**src/rtl/seq_pkg.sv**
```systemverilog
// seq_pkg
//   Shared definitions for the sequencer and its task timer:
//   - 3-bit sequencer state encoding (IDLE .. AED_DETECT)
//   - counter widths REPEAT_W / LEN_W
//   - timer FSM state type tstate_t
//   - is_timed_state(): 1 for states whose duration the timer measures
package seq_pkg;

  localparam int REPEAT_W = 8;
  localparam int LEN_W    = 16;
  localparam int STATE_W  = 3;

  localparam logic [STATE_W-1:0] IDLE         = 3'd0;
  localparam logic [STATE_W-1:0] RST          = 3'd1;
  localparam logic [STATE_W-1:0] BACK_BIAS    = 3'd2;
  localparam logic [STATE_W-1:0] FLUSH        = 3'd3;
  localparam logic [STATE_W-1:0] EXPOSE_TIME  = 3'd4;
  localparam logic [STATE_W-1:0] READOUT      = 3'd5;
  localparam logic [STATE_W-1:0] PANEL_STABLE = 3'd6;
  localparam logic [STATE_W-1:0] AED_DETECT   = 3'd7;

  typedef enum logic [1:0] {
    T_IDLE  = 2'd0,
    T_COUNT = 2'd1,
    T_DONE  = 2'd2
  } tstate_t;

  function automatic logic is_timed_state(input logic [STATE_W-1:0] s);
    return (s == RST) || (s == BACK_BIAS) || (s == FLUSH) ||
           (s == EXPOSE_TIME) || (s == READOUT);
  endfunction

endpackage

```
**src/rtl/seq_tick_prescaler.sv**
```systemverilog
// seq_tick_prescaler
//   Emits a 1-cycle tick on every TICK_DIV-th enabled cycle.
//   Ports:
//     clk    in  system clock
//     reset  in  synchronous active-high reset
//     clear  in  restart the division (counter back to 0)
//     en     in  count this cycle
//     tick_o out high in the enabled cycle that completes a TICK_DIV period
//   tick_o is decoded from the registered count so the owner sees the wrap
//   in the same cycle the last prescaler count is consumed.
module seq_tick_prescaler #(
  parameter int TICK_DIV = 100
) (
  input  logic clk,
  input  logic reset,
  input  logic clear,
  input  logic en,
  output logic tick_o
);

  // Keep at least one bit so TICK_DIV=1 (tick every enabled cycle) still elaborates.
  localparam int CW = (TICK_DIV > 1) ? $clog2(TICK_DIV) : 1;
  localparam logic [CW-1:0] LAST = CW'(TICK_DIV - 1);

  logic [CW-1:0] cnt_reg;

  always_ff @(posedge clk) begin
    if (reset || clear) begin
      cnt_reg <= '0;
    end else if (en) begin
      cnt_reg <= (cnt_reg == LAST) ? '0 : cnt_reg + 1'b1;
    end
  end

  assign tick_o = en && (cnt_reg == LAST);

endmodule

```
**src/rtl/seq_task_timer.sv**
```systemverilog
// seq_task_timer
//   Times each timed sequencer task (repeat x length x TICK_DIV cycles) and
//   hands task_done_o back to the sequencer.
//   Ports:
//     clk, reset          clock, synchronous active-high reset
//     current_state_i     sequencer state (seq_pkg encoding)
//     repeat_count_i      repeats per task, 0 behaves as 1
//     data_length_i       ticks per repeat
//     task_done_o         task finished; held while the state is unchanged
//     active_o            timer is counting
//     abort_o             1-cycle pulse when a task is left before completion
//     rep_idx_o/len_idx_o progress indices, 0 while not counting
//     timeout_o           watchdog flag
//   Optional feature: define SEQ_TIMER_WATCHDOG_EN to add a watchdog on the
//   externally terminated states (PANEL_STABLE, AED_DETECT); otherwise
//   timeout_o is tied 0.
module seq_task_timer
  import seq_pkg::*;
#(
  parameter int TICK_DIV   = 100,
  parameter int WDOG_LIMIT = 65535
) (
  input  logic                clk,
  input  logic                reset,
  input  logic [STATE_W-1:0]  current_state_i,
  input  logic [REPEAT_W-1:0] repeat_count_i,
  input  logic [LEN_W-1:0]    data_length_i,
  output logic                task_done_o,
  output logic                active_o,
  output logic                abort_o,
  output logic [REPEAT_W-1:0] rep_idx_o,
  output logic [LEN_W-1:0]    len_idx_o,
  output logic                timeout_o
);

  tstate_t             tstate_reg;
  logic [STATE_W-1:0]  lat_state_reg;
  logic [REPEAT_W-1:0] reps_reg;
  logic [REPEAT_W-1:0] rep_idx_reg;
  logic [LEN_W-1:0]    len_reg;
  logic [LEN_W-1:0]    len_idx_reg;
  logic                abort_reg;
  logic                state_match;
  logic                tick;

  assign state_match = (current_state_i == lat_state_reg);

  // The prescaler only runs while a task is being counted and is held at 0
  // otherwise, so every task starts on a fresh TICK_DIV period.
  seq_tick_prescaler #(
    .TICK_DIV(TICK_DIV)
  ) u_prescaler (
    .clk   (clk),
    .reset (reset),
    .clear (tstate_reg != T_COUNT),
    .en    ((tstate_reg == T_COUNT) && state_match),
    .tick_o(tick)
  );

  always_ff @(posedge clk) begin
    if (reset) begin
      tstate_reg    <= T_IDLE;
      lat_state_reg <= IDLE;
      reps_reg      <= '0;
      rep_idx_reg   <= '0;
      len_reg       <= '0;
      len_idx_reg   <= '0;
      abort_reg     <= 1'b0;
    end else begin
      abort_reg <= 1'b0;
      case (tstate_reg)
        T_IDLE: begin
          if (is_timed_state(current_state_i)) begin
            lat_state_reg <= current_state_i;
            reps_reg      <= (repeat_count_i == '0) ? REPEAT_W'(1) : repeat_count_i;
            len_reg       <= data_length_i;
            rep_idx_reg   <= '0;
            len_idx_reg   <= '0;
            tstate_reg    <= (data_length_i == '0) ? T_DONE : T_COUNT;
          end
        end
        T_COUNT: begin
          // Leaving the state takes priority over a wrap in the same cycle.
          if (!state_match) begin
            tstate_reg  <= T_IDLE;
            abort_reg   <= 1'b1;
            rep_idx_reg <= '0;
            len_idx_reg <= '0;
          end else if (tick) begin
            if (len_idx_reg == len_reg - LEN_W'(1)) begin
              len_idx_reg <= '0;
              if (rep_idx_reg == reps_reg - REPEAT_W'(1)) begin
                rep_idx_reg <= '0;
                tstate_reg  <= T_DONE;
              end else begin
                rep_idx_reg <= rep_idx_reg + REPEAT_W'(1);
              end
            end else begin
              len_idx_reg <= len_idx_reg + LEN_W'(1);
            end
          end
        end
        T_DONE: begin
          if (!state_match) begin
            tstate_reg <= T_IDLE;
          end
        end
        default: tstate_reg <= T_IDLE;
      endcase
    end
  end

  // Gated by the live state so done drops in the very cycle the sequencer moves on.
  assign task_done_o = (tstate_reg == T_DONE) && state_match;
  assign active_o    = (tstate_reg == T_COUNT);
  assign abort_o     = abort_reg;
  assign rep_idx_o   = rep_idx_reg;
  assign len_idx_o   = len_idx_reg;

`ifdef SEQ_TIMER_WATCHDOG_EN
  localparam logic [15:0] WDOG_LIM = 16'(WDOG_LIMIT);

  logic [STATE_W-1:0] prev_state_reg;
  logic [15:0]        wdog_cnt_reg;
  logic [15:0]        wdog_cnt_next;
  logic               watched;

  // The count equals the number of cycles already spent in the watched state;
  // entering a new state restarts it at 1 for the cycle being left behind.
  always_comb begin
    watched       = (current_state_i == PANEL_STABLE) || (current_state_i == AED_DETECT);
    wdog_cnt_next = '0;
    if (watched) begin
      if (current_state_i != prev_state_reg) begin
        wdog_cnt_next = 16'd1;
      end else if (wdog_cnt_reg != 16'hFFFF) begin
        wdog_cnt_next = wdog_cnt_reg + 16'd1;
      end else begin
        wdog_cnt_next = wdog_cnt_reg;
      end
    end
  end

  logic timeout_reg;

  always_ff @(posedge clk) begin
    if (reset) begin
      prev_state_reg <= IDLE;
      wdog_cnt_reg   <= '0;
      timeout_reg    <= 1'b0;
    end else begin
      prev_state_reg <= current_state_i;
      wdog_cnt_reg   <= wdog_cnt_next;
      timeout_reg    <= watched && (wdog_cnt_next >= WDOG_LIM);
    end
  end

  assign timeout_o = timeout_reg;
`else
  // WDOG_LIMIT only matters when the watchdog is built in.
  logic unused_wdog_limit;
  assign unused_wdog_limit = (WDOG_LIMIT != 0);
  assign timeout_o = 1'b0;
`endif

endmodule

```
**config.mk**
```make
export PLATFORM = sky130hd
export DESIGN_NAME = seq_task_timer
export DESIGN_NICKNAME = d
export VERILOG_FILES = /design/src/rtl/seq_pkg.sv /design/src/rtl/seq_tick_prescaler.sv /design/src/rtl/seq_task_timer.sv
export SDC_FILE = /design/constraint.sdc
export NUM_CORES = 1
export LEC_CHECK = 0
export CAP_MARGIN = 20
export CORE_AREA = 4 4 99 101
export CTS_BUF_LIST = sky130_fd_sc_hd__clkbuf_8 sky130_fd_sc_hd__clkbuf_16
export DETAILED_ROUTE_END_ITERATION = 12
export DIE_AREA = 0 0 103 105
export PLACE_DENSITY_LB_ADDON = 0.2
export SLEW_MARGIN = 20
export SYNTH_ARGS = -nofsm -noshare
export SYNTH_HDL_FRONTEND = slang
export SYNTH_SLANG_ARGS = --single-unit
```
**constraint.sdc**
```tcl
create_clock -name clk -period 3.5 [get_ports clk]
set_clock_uncertainty 0.05 [all_clocks]
set_input_delay 0.7 -clock clk [delete_from_list [all_inputs] [get_ports clk]]
set_output_delay 0.7 -clock clk [all_outputs]
set_load 0.01 [all_outputs]
```
# Word level (Yosys, flattened, before mapping)
# Index checks and enable logic that the tools add are counted.
[classes] n_eq_ne=17 n_addsub=5 n_reduce_logical=17 n_mux=22 bitwise_logic=1
[ops] operator="$mux W16" count=4
[ops] operator="$mux W8" count=6
[ops] operator="$pmux W16 S2" count=1
[ops] operator="$add A16 B1 Y16 const B" count=1
[ops] operator="$eq A16 B16 Y1" count=1
[ops] operator="$logic_not A16 Y1" count=1
[ops] operator="$pmux W8 S2" count=1
[ops] operator="$sub A16 B1 Y16 const B" count=1
[ops] operator="$mux W2" count=7
[ops] operator="$ne A3 B2 Y1 const B" count=3
[ops] operator="$add A8 B1 Y8 const B" count=1
[ops] operator="$eq A8 B8 Y1" count=1
[ops] operator="$logic_not A8 Y1" count=1
[ops] operator="$sub A8 B1 Y8 const B" count=1
[ops] operator="$add A7 B1 Y7 const B" count=1
[ops] operator="$eq A7 B7 Y1 const B" count=1
[ops] operator="$mux W7" count=1
[ops] operator="$eq A3 B2 Y1 const B" count=2
[ops] operator="$eq A3 B3 Y1 const B" count=2
[ops] operator="$pmux W2 S3" count=1
[ops] operator="$logic_or A1 B1 Y1" count=5
[ops] operator="$reduce_and A5 Y1" count=1
[ops] operator="$ne A2 B2 Y1 const B" count=2
[ops] operator="$reduce_and A4 Y1" count=1
[ops] operator="13 further kinds" count=15
[word_totals] reg_bits=61

# Logic depth before layout (Yosys ltp)
# Gate-level depths: netlist of the first run.
[depth] depth_word=7 ltp_mapped=10 ltp_nobuf=9

# Hierarchy
# A second synthesis of the first run with hierarchy kept.
[hier_totals] hier_cells=456 hier_area_um2=3654.8
[modules_own_cells] module="seq_task_timer" n_inst=1 area_each_um2=3283.1 cells_each=420
[modules_own_cells] module="seq_tick_prescaler" n_inst=1 area_each_um2=371.6 cells_each=36

# Worst setup path before layout of the first run
# OpenSTA, ideal clock, no wires.
[synth_path] path_kind="register to register" startpoint="register len_reg[5]" endpoint="register len_idx_reg[10], in the netlist len_idx_o[10]" stages_incl_launch_ff=10 path_buffers=2 period_less_slack_ps=2819 arrival_ps=2637 path_slack_ps=681 cell_sequence="dfxtp_1 > buf_2 > or4_4 > or3_1 > a2111oi_2 > o2111ai_1 > a2111oi_4 > o21a_1 > buf_2 > nor3_1"
[synth_between] elab_chain_len=6
[synth_rtl] item="from (decl)" line="seq_task_timer.sv:40" source="logic [LEN_W-1:0] len_reg;"
[synth_rtl] item="from (signal assigned)" line="seq_task_timer.sv:76" source="len_reg <= data_length_i;"
[synth_rtl] item="$sub A16 B1 Y16" line="seq_task_timer.sv:90" source="if (len_idx_reg == len_reg - LEN_W'(1)) begin"
[synth_rtl] item="$eq A16 B16 Y1" line="seq_task_timer.sv:90"
[synth_rtl] item="$mux W16" line="seq_task_timer.sv:90"
[synth_rtl] item="$mux W16" line="seq_task_timer.sv:89" source="end else if (tick) begin"
[synth_rtl] item="$mux W16" line="seq_task_timer.sv:84" source="if (!state_match) begin"
[synth_rtl] item="$pmux W16 S2" line="seq_task_timer.sv:71" source="case (tstate_reg)"
[synth_rtl] item="to (signal assigned)" line="seq_task_timer.sv:99" source="len_idx_reg <= len_idx_reg + LEN_W'(1);"
[synth_rtl] item="to (decl)" line="seq_task_timer.sv:41" source="logic [LEN_W-1:0] len_idx_reg;"
# No other way between the ends. The select of a mux whose other input is x is not followed.
# A chain may end at the register's enable or synchronous reset.

# Worst setup path in the final report of the first run
[layout_path] startpoint="input port current_state_i[2]" endpoint="output port task_done_o"
[layout_between] elab_chain_len=2
[layout_rtl] item="from (decl)" line="seq_task_timer.sv:25" source="input logic [STATE_W-1:0] current_state_i,"
[layout_rtl] item="$eq A3 B3 Y1" line="seq_task_timer.sv:46" source="assign state_match = (current_state_i == lat_state_reg);"
[layout_rtl] item="$logic_and A1 B1 Y1" line="seq_task_timer.sv:114" source="assign task_done_o = (tstate_reg == T_DONE) && state_match;"
[layout_rtl] item="to (decl)" line="seq_task_timer.sv:28" source="output logic task_done_o,"
# No other way between the ends.

==> flow_summary.ini, run 1 <==
[status]
status = finished, final reports clean

[setup_path]
cp.required_ns = 2.75
crit_fanout = 6
cpMaxStageDelayCell = clkdlybuf4s50_1
slowest_delay_ns = 0.54
cp.arrival_ns = 2.37
path_common_cell = clkdlybuf4s50_1
path_class = primary input to output port
end_kind = output port
worst_setup_path_start_kind = primary input
cp_cell_sequence = clkdlybuf4s50_1 -> xor2_1 -> nor3_1 -> and3b_1 -> clkdlybuf4s50_1

[die]
row_count = 35
fp.dieH_um = 105
die_w_um = 103
ioPinCount = 57
die_area_um2 = 10800
initial_utilization = 0.389
core_area_um2 = 9020

[timing]
final.setup.tns_ns = 0
hold_violations = 0
fin_crit_ns = 3.12
worst_pin_slew_ns = 0.793
relSlewSlack = 0.471
clock.fmax_mhz = 320
rsz0062_at_grt = no
period_share = 0.892
slew_viol_final = 0
setup-violations-final = 0

[clock_network]
clock_sinks = 61
hold_buffers = 0
cts_resized = 0
cts_tree = built
clk_latency_ns = 0.34
cts_buffer_depth = 2
cts_made_buffers = 9
cts.clk_slew.worst_paths_ns = 0.07
cts_setup_buffers = 0
htree_levels = 3
root_buffer = clkbuf_8

[run]
maxCapViolCount = 0

[routing]
wl_per_cell_um = 14.7
via_per_inst = 5.44
wl_met1_mm = 4.08
dr.pass1.iters = 4
dr_wl_met3_um = 417
drc = 0
postRouteAntennaNets = 0
met2WireLength_mm = 4.29
totalWireLength_mm = 8.88
drt_iter0_markers = 96
via_count = 3298
top_layer = met4

[yosys]
synthMuxAreaShare = 0.0175
synth_top_family_by_area = simple AND/OR/NAND/NOR gates
syn_area_um2 = 3510
async_flop_share = 0
syn_inst = 442
yosys.area_share.simple = 0.309
yosys_warnings = 0
synthDistinctLibCells = 59
synth_xor_area_frac = 0.110
yosys.area_share.adder = 0.0178
synthesis.nets = 476
synth_compound_area_frac = 0.156
synth.avg_cell_area_um2 = 7.95
ys_seq_area_frac = 0.348
synth-seq-cells = 61
synth_edf_count = 0
synth_ff_type = dfxtp_1

[global_route]
grt-ovfl-total = 0
grt_pass1_vias = 3241
track_usage = 0.170
grt_start_max_net_pins = 42
grt_pass1_wl_mm = 14.9
antenna_found_initial = 0

[final_layout]
areaGrowthSynthToFinish_pct = 24.0
diodes = 0
fin_cells = 606
post-route-cell-area_um2 = 4360
finish.utilization = 0.483
nFillCells = 889
drive_gt1_frac = 0.0667
fin_nets = 524

[power_and_ir_drop]
p_per_area_nw_per_um2 = 403
ir_drop_uv = 174
power_leakage_uw = 0.00154
finalPower_uw = 1760

[hold_path]
hp-class = flip-flop to flip-flop

[place]
dp_cells = 590
io_buffers = 55
routabilityCongestion = 0.855
placed_area_um2 = 4170
dpl.hpwl_mm = 6.52
-- where the power goes --
group	total, µW	internal, µW	switching [µW]
sequential	772	726	46.3
combinational	360	167	193
clock	623	341	283
total	1760	1230	522
-- final timing paths --
kind | end | slack, ns | cells after the start | from
min | lat_state_reg[0] | 0.43 | 2 | lat_state_reg[0]
max | task_done_o | 0.38 | 5 | current_state_i[2]
min reg2reg | lat_state_reg[0] | 0.43 | 2 | lat_state_reg[0]
max reg2reg | rep_idx_o[7] | 0.49 | 10 | len_reg[0]
-- through the flow --
step                      worst slack [ns]  hold slack [ns]
after floorplan                      0.681            0.397
after global placement               0.415            0.413
after detailed placement             0.310            0.418
after CTS                            0.385            0.428
after global routing                 0.241            0.450
final                                0.380            0.425
-- cell type report --
type / count / area [µm²] / area share
clock buffer: 10 / 138 / 0.0316
clock inverter: 6 / 55.1 / 0.0126
inverter: 9 / 33.8 / 0.00775
multi-input combinational: 345 / 2160 / 0.495
sequential: 61 / 1220 / 0.280
tap: 111 / 139 / 0.0319
timing repair buffer: 64 / 613 / 0.141
-- per-layer routing --
layer,vias up,track usage
met5,-,0
met4,0,0.0444
met3,13,0.0494
met2,71,0.285
met1,1537,0.210
li1,1677,-
-- cells by family after synthesis --
| group | after synthesis |
|---|---|
| xor+xnor | 44 |
| buf+inv | 36 |
| fa+ha+maj | 5 |
| flops | 61 |
| other cells | 1 |
| mux | 6 |
| simple gates | 210 |
| compound gates | 79 |
-- worst max-delay path, delay by kind of cell --
family | cells | cell delay, ns
buffers and inverters | 2 | 1.04
xor gates and xnor gates | 1 | 0.18
and+or+nand+nor | 2 | 0.44
-- cells in the mapped netlist, types with 6 or more instances --
| cell type | instances | share of area |
|---|---|---|
| a21oi_1 | 34 | 0.048 |
| a311oi_1 | 9 | 0.022 |
| a41oi_1 | 7 | 0.017 |
| and3_1 | 13 | 0.023 |
| clkbuf_1 | 23 | 0.025 |
| dfxtp_1 | 61 | 0.35 |
| inv_1 | 9 | 0.0096 |
| nand2_1 | 67 | 0.072 |
| nand2b_1 | 11 | 0.020 |
| nand3_1 | 10 | 0.014 |
| nand4_1 | 7 | 0.012 |
| nor2_1 | 25 | 0.027 |
| nor3_1 | 30 | 0.043 |
| nor4_1 | 10 | 0.018 |
| o21ai_0 | 6 | 0.0085 |
| xnor2_1 | 30 | 0.075 |
| xor2_1 | 14 | 0.035 |
-- layout by cell type (no fill, tap or decap), drive strengths merged, types with 3 or more instances in the layout --
| master | synthesis | layout |
|---|---|---|
| and3b | 4 | 4 |
| nand2 | 67 | 67 |
| xnor2 | 30 | 30 |
| a311oi | 9 | 9 |
| nor4 | 10 | 10 |
| nand3 | 10 | 10 |
| o21ai | 7 | 7 |
| or3 | 5 | 5 |
| nor3 | 31 | 31 |
| nand4 | 7 | 7 |
| and2 | 4 | 4 |
| nand2b | 11 | 11 |
| a41oi | 7 | 7 |
| mux2i | 5 | 5 |
| nor2b | 5 | 5 |
| dfxtp | 61 | 61 |
| or4 | 4 | 4 |
| clkbuf | 23 | 10 |
| nor2 | 25 | 25 |
| ha | 5 | 5 |
| clkdlybuf4s50 | 0 | 54 |
| xor2 | 14 | 14 |
| a21oi | 34 | 34 |
| nor4b | 3 | 3 |
| and3 | 13 | 13 |
| inv | 9 | 11 |
| buf | 4 | 10 |
Note: power is estimated with default switching activity, not from simulation.
==> run 2, diff against run 1 <==
- CORE_AREA: 4 4 99 101 -> 2 2 87 89
- DIE_AREA: 0 0 103 105 -> 0 0 89 91
==> run 2 against run 1 <==
Register-to-register slack worse by 0.14 ns; via count decreased by 0.24%; clock-buffer cell count grew 1; combinational power is essentially flat; sequential power is essentially flat; final cell count shrank 2.1%; non-clock buffer count shrank 1; worst setup slack worse by 0.048 ns; critical path type unchanged; critical endpoint unchanged; largest power group is now clock.
==> flow_summary.ini, run 2 (synthesis results as in run 1) <==
[status]
status = finished, final reports clean

[setup_path]
path_common_cell = clkdlybuf4s50_1
cp.arrival_ns = 2.42
path_class = primary input to output port
crit_fanout = 6
slowest_delay_ns = 0.54
worst_setup_path_start_kind = primary input
cpMaxStageDelayCell = clkdlybuf4s50_1
worstReg2RegStart = len_reg[5]
end_kind = output port
crit_start = current_state_i[2]
rr_worst_depth = 8
crit_buf_inv = 2
cp_top_family = buffers and inverters
cp_cell_sequence = clkdlybuf4s50_1 -> xor2_1 -> nor3_1 -> and3b_1 -> clkdlybuf4s50_1
cp.required_ns = 2.75
worst-path-stages = 5

[power_and_ir_drop]
power_leakage_uw = 0.00156
ir_drop_uv = 287
p_per_area_nw_per_um2 = 437

[timing]
holdWs_ns = 0.427
final.setup.tns_ns = 0
hold_violations = 0
worst_pin_slew_ns = 0.590
rsz0062_at_grt = no
fin_crit_ns = 3.17
clock.fmax_mhz = 316
relSlewSlack = 0.607
period_share = 0.905
slew_viol_final = 0
setup-violations-final = 0

[clock_network]
clock_sinks = 61
root_buffer = clkbuf_8
hold_buffers = 0
cts_made_buffers = 9
clk_latency_ns = 0.33
cts.clk_slew.worst_paths_ns = 0.06
htree_levels = 3
cts_buffer_depth = 2
cts_resized = 0
cts_tree = built
cts_setup_buffers = 0

[die]
core_area_um2 = 7140
die_w_um = 89
die_area_um2 = 8100
ioPinCount = 57
initial_utilization = 0.492
row_count = 31
fp.dieH_um = 91

[place]
dp_cells = 577
io_buffers = 55
routabilityCongestion = 0.849
dpl.hpwl_mm = 6.25

[final_layout]
fin_cells = 593
diodes = 0
layout_common_cells = nand2_1, dfxtp_1, clkdlybuf4s50_1, a21oi_1, xnor2_1
drive_gt1_frac = 0.0688
nFillCells = 682
final_common_cell = nand2_1
fin_nets = 523
areaGrowthSynthToFinish_pct = 25.2

[hold_path]
holdCritStartpoint = lat_state_reg[0]
hp-class = flip-flop to flip-flop
hold_depth = 2

[routing]
drc = 0
drt_iter0_markers = 143
via_per_inst = 5.55
dr.pass1.iters = 4
postRouteAntennaNets = 0
totalWireLength_mm = 8.46
wl_per_cell_um = 14.3
via_count = 3290

[run]
maxCapViolCount = 0

[global_route]
track_usage = 0.220
antenna_found_initial = 0
grt_pass1_vias = 3143
grt_start_max_net_pins = 34
grt_pass1_wl_mm = 14.5
grt-ovfl-total = 0
-- run 2: cell count changes in the layout (fill, tap and decap cells not counted) --
cell,previous run,this run
bufinv_16,1,3
clkinv_2,2,0
inv_1,11,9
buf_4,9,8
clkbuf_8,10,11
clkinv_4,0,1
-- run 2: layout make-up --
class / count / area [µm²] / area share
Clock buffer: 11 / 151 / 0.0344
Inverter: 9 / 33.8 / 0.00768
Sequential cell: 61 / 1220 / 0.278
Clock inverter: 5 / 106 / 0.0242
Multi-Input combinational cell: 345 / 2160 / 0.490
Tap cell: 99 / 124 / 0.0281
Timing Repair Buffer: 63 / 606 / 0.138
-- run 2: report_power, final --
part	internal (µW)	switching [µW]	leakage, µW
clock	513	281	0.000126
combinational	165	193	0.000937
sequential	726	44.6	0.000497
-- run 2: path summary, 6_finish.rpt --
check,slack (ns),end
max reg2reg,0.35,len_idx_o[14]
max,0.33,task_done_o
min reg2reg,0.43,lat_state_reg[0]
min,0.43,lat_state_reg[0]
-- run 2: layer usage --
metal / GRT usage / vias to the layer above / wire length, µm
li1: - / 1676 / -
met1: 0.275 / 1547 / 3890
met2: 0.379 / 59 / 4180
met3: 0.0555 / 8 / 314
met4: 0.0473 / 0 / 76
met5: 0 / - / 0
-- run 2: tightest hold or removal path, stage by stage (launching register included) --
cell	delay [ns]
dfxtp_1	0.32
nand2_1	0.06
a21oi_1	0.06
-- run 2: metrics by stage --
stage	setup slack [ns]	area, µm²	power [µW]	utilization
floorplan	0.681	3510	1030	-
global placement	0.425	4140	1140	0.580
detailed placement	0.354	4140	1140	0.580
CTS	0.355	4400	1940	0.617
global route	0.161	4400	2020	0.617
finish	0.332	4400	1920	0.617
==> run 3, diff against run 2 <==
- CORE_AREA: 2 2 87 89 -> 5 5 90 92
- DIE_AREA: 0 0 89 91 -> 0 0 95 97
- PLACE_DENSITY: not set -> 0.73
- PLACE_DENSITY_LB_ADDON: 0.2 -> not set
==> run 3 against run 2 <==
Combinational power about the same; sequential power about the same; design area down 0.91%; critical path type unchanged; global-route usage decreased by 2.8 points.
==> flow_summary.ini, run 3 (synthesis results as in run 1) <==
[setup_path]
cpMaxStageDelayCell = clkdlybuf4s50_1
cp_top_family = buffers and inverters
rr_worst_depth = 10
cp.required_ns = 2.75
crit_fanout = 6
cp_cell_sequence = clkdlybuf4s50_1 -> xor2_1 -> nor3_1 -> and3b_1 -> clkdlybuf4s50_1
r2r-end = rep_idx_o[4]
worst_setup_path_start_kind = primary input
r2r_setup_slack_ns = 0.48
crit_buf_inv = 2
worstReg2RegStart = len_reg[0]
path_common_cell = clkdlybuf4s50_1
cp.arrival_ns = 2.39
path_class = primary input to output port
slowest_delay_ns = 0.54
end_kind = output port

[final_layout]
diodes = 0
nFillCells = 652
areaGrowthSynthToFinish_pct = 24.1
final_common_cell = nand2_1
seq_area_um2 = 1220
drive_gt1_frac = 0.0707
multiInputGateArea_um2 = 2160
fin_nets = 524
layout_common_cells = nand2_1, dfxtp_1, clkdlybuf4s50_1, a21oi_1, xnor2_1

[timing]
clock.fmax_mhz = 319
slew_viol_final = 0
period_share = 0.897
fin_crit_ns = 3.14
relSlewSlack = 0.548
setup-violations-final = 0
rsz0062_at_grt = no
hold_violations = 0
final.setup.tns_ns = 0
worst_pin_slew_ns = 0.678

[run]
maxCapViolCount = 0

[power_and_ir_drop]
p_clk_frac = 0.367
p_per_area_nw_per_um2 = 410
ir_drop_uv = 230
total_switching_power_uw = 526
power_leakage_uw = 0.00154
finalPower_uw = 1790
seq_power_share = 0.431
pwr-share-comb = 0.202
p_sw_frac = 0.294
p_int_uw = 1260

[hold_path]
hp-class = flip-flop to flip-flop
hold_depth = 2
worstHoldEndpoint = reps_reg[7]
holdCritStartpoint = reps_reg[7]

[place]
routabilityCongestion = 0.804
io_buffers = 55
dpl.hpwl_mm = 6.35

[die]
core_area_um2 = 7140
row_count = 31
die_area_um2 = 9220
fp.dieH_um = 97
die_w_um = 95
initial_utilization = 0.492
ioPinCount = 57

[global_route]
grt_start_max_net_pins = 38
antenna_found_initial = 0
grt_pass1_wl_mm = 14.6
grt_pass1_vias = 3126
grt-ovfl-total = 0
track_usage = 0.193

[routing]
totalWireLength_mm = 8.66
wl_per_cell_um = 14.6
drt_iter0_markers = 168
postRouteAntennaNets = 0
dr.pass1.iters = 4
drc = 0
via_per_inst = 5.60
via_count = 3327

[clock_network]
htree_levels = 3
clk_latency_ns = 0.34
cts.clk_slew.worst_paths_ns = 0.07
cts_buffer_depth = 2
root_buffer = clkbuf_8
hold_buffers = 0
clock_sinks = 61
cts_setup_buffers = 0
cts_resized = 0
cts_made_buffers = 9
cts_tree = built

[status]
status = finished, final reports clean
run 3: cell count changes in the layout (fill, tap and decap cells not counted), sizes merged:
cell      delta
bufinv       -2
buf          +1
clkinv       +1
clkinvlp     +1
run 3: per-stage QoR:
stage	setup WS (ns)	cell area [µm²]	instances	util	hold WS, ns
after global routing	0.283	4360	594	0.611	0.450
after CTS	0.373	4360	594	0.611	0.436
after global placement	0.417	4150	578	0.582	0.418
after detailed placement	0.373	4150	578	0.582	0.425
final	0.362	4360	594	0.611	0.434
after floorplan	0.681	3510	442	-	0.397
run 3: worst max-delay path by stage:
stage	from	endpoint	slack (ns)	cells after the start
after floorplan	len_reg[5]	len_idx_o[10]	0.68	9
after global placement	current_state_i[2]	task_done_o	0.42	5
after CTS	current_state_i[2]	task_done_o	0.37	5
after detailed placement	current_state_i[2]	task_done_o	0.37	5
after global routing	len_reg[0]	rep_idx_o[4]	0.28	10
final	current_state_i[2]	task_done_o	0.36	5
run 3: power groups by stage:
| stage | clock (µW) | combinational [µW] | sequential, µW |
|---|---|---|---|
| global placement | 0 | 352 | 785 |
| floorplan | 0 | 269 | 766 |
| global route | 705 | 399 | 776 |
| CTS | 669 | 360 | 770 |
| detailed placement | 0 | 358 | 786 |
| finish | 655 | 360 | 771 |
run 3: worst min-delay path, delay by kind of cell, from the launching register on:
family / cells / cell delay (ns)
compound gates: 1 / 0.06
simple gates: 1 / 0.06
flops: 1 / 0.32
run 3: metal layers:
layer | vias to the layer above | global-route usage | wire [µm]
met5 | - | 0 | 0
met4 | 0 | 0.0444 | 91
met3 | 10 | 0.0590 | 424
met2 | 68 | 0.316 | 4260
met1 | 1579 | 0.246 | 3880
li1 | 1670 | - | -
run 3: final cells by class:
type                    count  share of cell area
clock buffers              11              0.0347
clock inverters             5              0.0135
multi-input cells         345               0.495
repair buffers             64               0.141
flip-flops and latches     61               0.280
inverters                   9             0.00775
well taps                  99              0.0284
